===== src/rtl/seq_alu.sv =====
// Registered ALU: one operation per start/ready handshake. Logic ops finish in a single
// EXEC cycle; LSL/LSR walk the operand one bit per clock before the EXEC write-back.
module seq_alu #(
  parameter int WIDTH = 32
) (
  input  logic             clk,
  input  logic             reset,
  input  logic             start,
  input  logic [2:0]       control,
  input  logic [WIDTH-1:0] data1,
  input  logic [WIDTH-1:0] data2,
  output logic             ready,
  output logic             done,
  output logic [WIDTH-1:0] dataOut,
  output logic             v,
  output logic             c,
  output logic             n,
  output logic             z
);
  localparam int SHW = $clog2(WIDTH);

  localparam logic [2:0] OP_NOP = 3'b000;
  localparam logic [2:0] OP_ADD = 3'b001;
  localparam logic [2:0] OP_SUB = 3'b010;
  localparam logic [2:0] OP_AND = 3'b011;
  localparam logic [2:0] OP_OR  = 3'b100;
  localparam logic [2:0] OP_XOR = 3'b101;
  localparam logic [2:0] OP_LSL = 3'b110;
  localparam logic [2:0] OP_LSR = 3'b111;

  typedef enum logic [1:0] {S_IDLE, S_SHIFT, S_EXEC} state_t;

  state_t           r_state, w_next;
  logic [2:0]       r_op;
  logic [WIDTH-1:0] r_a, r_b;
  logic [SHW-1:0]   r_cnt;
  logic             r_sout, r_shifted;
  logic [WIDTH-1:0] r_data;
  logic             r_v, r_c, r_n, r_z, r_done;

  logic [SHW-1:0]   w_amt;
  logic             w_is_shift;
  logic             w_sub;
  logic [WIDTH:0]   w_sum;
  logic [WIDTH-1:0] w_res;
  logic             w_wr_c, w_wr_v, w_c, w_v;

  assign w_amt      = data2[SHW-1:0];
  assign w_is_shift = (control == OP_LSL) || (control == OP_LSR);

  assign ready   = (r_state == S_IDLE);
  assign done    = r_done;
  assign dataOut = r_data;
  assign v       = r_v;
  assign c       = r_c;
  assign n       = r_n;
  assign z       = r_z;

  always_ff @(posedge clk or posedge reset) begin
    if (reset) r_state <= S_IDLE;
    else       r_state <= w_next;
  end

  always_comb begin
    w_next = r_state;
    case (r_state)
      S_IDLE:  if (start) w_next = (w_is_shift && w_amt != '0) ? S_SHIFT : S_EXEC;
      S_SHIFT: if (r_cnt == SHW'(1)) w_next = S_EXEC;
      S_EXEC:  w_next = S_IDLE;
      default: w_next = S_IDLE;
    endcase
  end

  // SUB reuses the adder as A + ~B + 1 so carry-out means "no borrow".
  assign w_sub = (r_op == OP_SUB);
  assign w_sum = {1'b0, r_a} + {1'b0, (w_sub ? ~r_b : r_b)} + (WIDTH+1)'(w_sub);

  always_comb begin
    w_res  = r_a;
    w_wr_c = 1'b0;
    w_wr_v = 1'b0;
    w_c    = 1'b0;
    w_v    = 1'b0;
    case (r_op)
      OP_ADD: begin
        w_res  = w_sum[WIDTH-1:0];
        w_wr_c = 1'b1;
        w_wr_v = 1'b1;
        w_c    = w_sum[WIDTH];
        w_v    = (r_a[WIDTH-1] == r_b[WIDTH-1]) && (w_sum[WIDTH-1] != r_a[WIDTH-1]);
      end
      OP_SUB: begin
        w_res  = w_sum[WIDTH-1:0];
        w_wr_c = 1'b1;
        w_wr_v = 1'b1;
        w_c    = w_sum[WIDTH];
        w_v    = (r_a[WIDTH-1] != r_b[WIDTH-1]) && (w_sum[WIDTH-1] != r_a[WIDTH-1]);
      end
      OP_AND: w_res = r_a & r_b;
      OP_OR:  w_res = r_a | r_b;
      OP_XOR: w_res = r_a ^ r_b;
      OP_LSL, OP_LSR: begin
        // r_a already holds the shifted value; a zero-length shift leaves carry alone.
        w_res  = r_a;
        w_wr_c = r_shifted;
        w_c    = r_sout;
      end
      default: w_res = r_a;
    endcase
  end

  always_ff @(posedge clk or posedge reset) begin
    if (reset) begin
      r_op      <= OP_NOP;
      r_a       <= '0;
      r_b       <= '0;
      r_cnt     <= '0;
      r_sout    <= 1'b0;
      r_shifted <= 1'b0;
      r_data    <= '0;
      r_v       <= 1'b0;
      r_c       <= 1'b0;
      r_n       <= 1'b0;
      r_z       <= 1'b0;
      r_done    <= 1'b0;
    end else begin
      r_done <= 1'b0;
      case (r_state)
        S_IDLE: if (start) begin
          r_op      <= control;
          r_a       <= data1;
          r_b       <= data2;
          r_cnt     <= w_amt;
          r_shifted <= w_is_shift && (w_amt != '0);
        end
        S_SHIFT: begin
          if (r_op == OP_LSL) begin
            r_sout <= r_a[WIDTH-1];
            r_a    <= {r_a[WIDTH-2:0], 1'b0};
          end else begin
            r_sout <= r_a[0];
            r_a    <= {1'b0, r_a[WIDTH-1:1]};
          end
          r_cnt <= r_cnt - SHW'(1);
        end
        S_EXEC: begin
          r_done <= 1'b1;
          if (r_op != OP_NOP) begin
            r_data <= w_res;
            r_n    <= w_res[WIDTH-1];
            r_z    <= (w_res == '0);
          end
          if (w_wr_c) r_c <= w_c;
          if (w_wr_v) r_v <= w_v;
        end
        default: ;
      endcase
    end
  end
endmodule


===== config.mk =====
export PLATFORM = sky130hd
export DESIGN_NAME = seq_alu
export DESIGN_NICKNAME = d
export VERILOG_FILES = /design/src/rtl/seq_alu.sv
export SDC_FILE = /design/constraint.sdc
export NUM_CORES = 1
export LEC_CHECK = 0
export BUFFER_PORTS_ARGS = -buffer_cell sky130_fd_sc_hd__buf_2
export CAP_MARGIN = 0
export CORE_MARGIN = 3
export CORE_UTILIZATION = 40
export CTS_BUF_LIST = sky130_fd_sc_hd__clkbuf_2
export DETAILED_ROUTE_END_ITERATION = 8
export PLACE_DENSITY_LB_ADDON = 0.25
export SLEW_MARGIN = 40
export SYNTH_ARGS = -nofsm -noshare
export SYNTH_HDL_FRONTEND = slang
export SYNTH_SLANG_ARGS = --single-unit
export TNS_END_PERCENT = 10

===== constraint.sdc =====
create_clock -name clk -period 4.3 [get_ports clk]
set_input_delay 0.645 -clock clk [delete_from_list [all_inputs] [get_ports clk]]
set_output_delay 0.645 -clock clk [all_outputs]
set_load 0.005 [all_outputs]

==> out/summary.txt <==
post-synthesis cell count: 1203
IO Pins: 108
Max Cap Viol: 0
Setup-failing EPs final: 0
Area Overhead vs Synth: 10.2%
Routed wire per std cell: 19.3 um
Unique masters post-synth: 78
initial antenna violation count: 1
DRC errors left: 0
grt ovf: 0
post_cts resized: 0
Nets: 1442
startpoint class of the critical path: register
worst setup path class: register to register
Chip Width: 163 um
Final WS setup: 0.371 ns
fmax: 255 MHz
Post-synth ARST share: 100%
reg-to-reg startpoint: r_op[0]$_DFFE_PP0P_
CORE AREA: 23800 um^2
share of the yosys chip area belonging to registers: 28.5%
Worst Setup EP: z$_DFFE_PP0P_
reg-to-reg slack, setup: 0.37 ns
Syn. warnings: 0
final-report max-slew violation count: 0
CTS Buf Count: 9
worst-path fanout max: 34
Yosys reg bits: 112
Mapped Nets: 1379
Most used DFF post-synth: dfrtp_1
count of final hold-check violations: 0
Synth area leader: dfrtp_1
clock latency at the later pin of the worst-skew pair: 0.66 ns
Die Ht: 163 um
most frequent cells in the layout: 214 x nand2_1, 110 x dfrtp_1, 107 x buf_2
Rows: 56
CTS clk-pin slew, worst paths: 0.34 ns
largest cells by area after synthesis: dfrtp_1 29%, ha_1 13%, nand2_1 8.2%
r2r worst-path depth: 14
GRT Total Usage: 23.2%
largest net degree at the start of global routing: 70
first-pass GRT wire length: 48900 um
worst slew pin tran: 0.835 ns
Vias per Instance: 5.84
vias in the first global route: 8670
Worst slew margin: 44.3%
worst r2r dst: z$_DFFE_PP0P_
Final min period: 3.93 ns
Critical Path RT: 4.94 ns
final WL: 30800 um
Syn Std Cell Area: 9820 um^2
Avg Cell Area, Syn: 8.16 um^2
fraction of layout cells with a size suffix above 1: 14.6%
DRT antenna net count: 0
Clock Path Buffers: 2
HPWL after detailed placement: 22800 um
Initial Utilization: 41.2%
DRT iter0 DRCs: 748
period utilization: 91.4%
RSZ-0062 raised after global routing: no
Vias: 9299
final clock skew: 0.0358 ns
Hold/Removal Path Class: primary input to register
pre-CTS WS: 0.466 ns
most common cell after layout, fill and taps aside: nand2_1
area share of the largest cell type after synthesis: 28.5%
Clock Tree Root: clkbuf_2
Setup crit end kind: register
CTS tree: built
crit path from: r_op[0]$_DFFE_PP0P_
htree depth: 3
critical path arrival: 4.56 ns
status: complete, no violations
Post-synth EDFFs: 0
IO Port Bufs: 107
clock tree sinks: 112
GP Congestion: 0.958
setup TNS: 0 ns
router iterations before antenna repair: 5
Die Area: 26500 um^2
==> cells in the mapped netlist, types with 19 or more instances <==
cell type,number
a31oi_1,41
o22ai_1,19
a22o_1,31
ha_1,105
a221oi_1,26
a21oi_1,45
inv_1,76
xnor2_1,39
clkbuf_1,62
dfrtp_1,112
o21ai_0,82
nand2_1,214
nor2_1,51
o22a_1,34
nor3b_1,24
==> logic make-up after synthesis <==
logic type | count (synthesis) | share of synthesized area (%)
buffers and inverters | 162 | 6.41
multiplexers | 14 | 1.54
flip-flops | 112 | 28.5
XOR/XNOR | 48 | 4.28
AND/OR/NAND/NOR | 379 | 17.7
AO/OA/AOI/OAI | 382 | 28.0
adder cells (fa/ha/maj) | 106 | 13.6
==> per-stage QoR <==
stage	instance area [um^2]	hold slack (ns)	cells	utilization (%)
4_1_cts	10800	0.112	1590	45.4
6_report	10800	0.143	1591	45.4
3_5_place_dp	10700	0.459	1573	44.9
5_1_grt	10800	0.144	1591	45.4
3_3_place_gp	10700	0.461	1573	44.8
2_1_floorplan	9820	0.463	1203	-
==> sequential cells by signal (all words and copies together) (netlist names) <==
signal	cells
v	1
r_cnt	5
r_op	3
r_a	32
c	1
z	1
r_b	32
r_shifted	1
r_state	2
dataOut	32
done	1
r_sout	1
==> layer usage <==
layer / vias up / track usage [%] / wire (um)
li1: 4479 / - / -
met1: 4455 / 37.9 / 16000
met2: 332 / 32.4 / 12300
met3: 33 / 2.24 / 2040
met4: 0 / 5.31 / 445
met5: - / 0 / 0
==> layout make-up <==
| cell class | count | area [um^2] |
|---|---|---|
| fillers | 2436 | 13000 |
| multi-input cells | 929 | 6420 |
| flip-flops and latches | 112 | 2810 |
| repair buffers | 137 | 788 |
| well taps | 319 | 399 |
| inverters | 77 | 294 |
| clock inverters | 6 | 68.8 |
| clock buffers | 10 | 50.0 |
| diodes | 1 | 2.50 |
==> worst min path at each step <==
stage,start,endpoint,depth (start not counted)
CTS,data2[6],r_b[6]$_DFFE_PP0P_,3
global route,data2[26],r_b[26]$_DFFE_PP0P_,3
global placement,dataOut[7]$_DFFE_PP0P_,dataOut[7]$_DFFE_PP0P_,2
finish,data2[6],r_b[6]$_DFFE_PP0P_,3
detailed placement,dataOut[5]$_DFFE_PP0P_,dataOut[5]$_DFFE_PP0P_,2
floorplan,z$_DFFE_PP0P_,z$_DFFE_PP0P_,2
==> timing repair <==
action,CTS,global route
endpoints found under the setup margin,0,0
hold endpoints to repair,7,0
setup buffers,0,0
hold buffers,1,0
==> critical path, stage by stage, from the launching register on <==
cell	delay, ns
dfrtp_1	0.49
nor3b_4	0.23
buf_12	0.29
xnor2_1	0.19
ha_1	0.31
a221oi_2	0.38
o21a_1	0.22
a211oi_1	0.09
a211oi_1	0.54
o21ai_0	0.22
xnor2_1	0.16
a21oi_1	0.34
o2111a_1	0.26
nand4_1	0.09
nand2_1	0.08
Power is left out: the tool's default activity adds up to more than one toggle a clock period on the data nets, which glitch-free logic cannot reach.
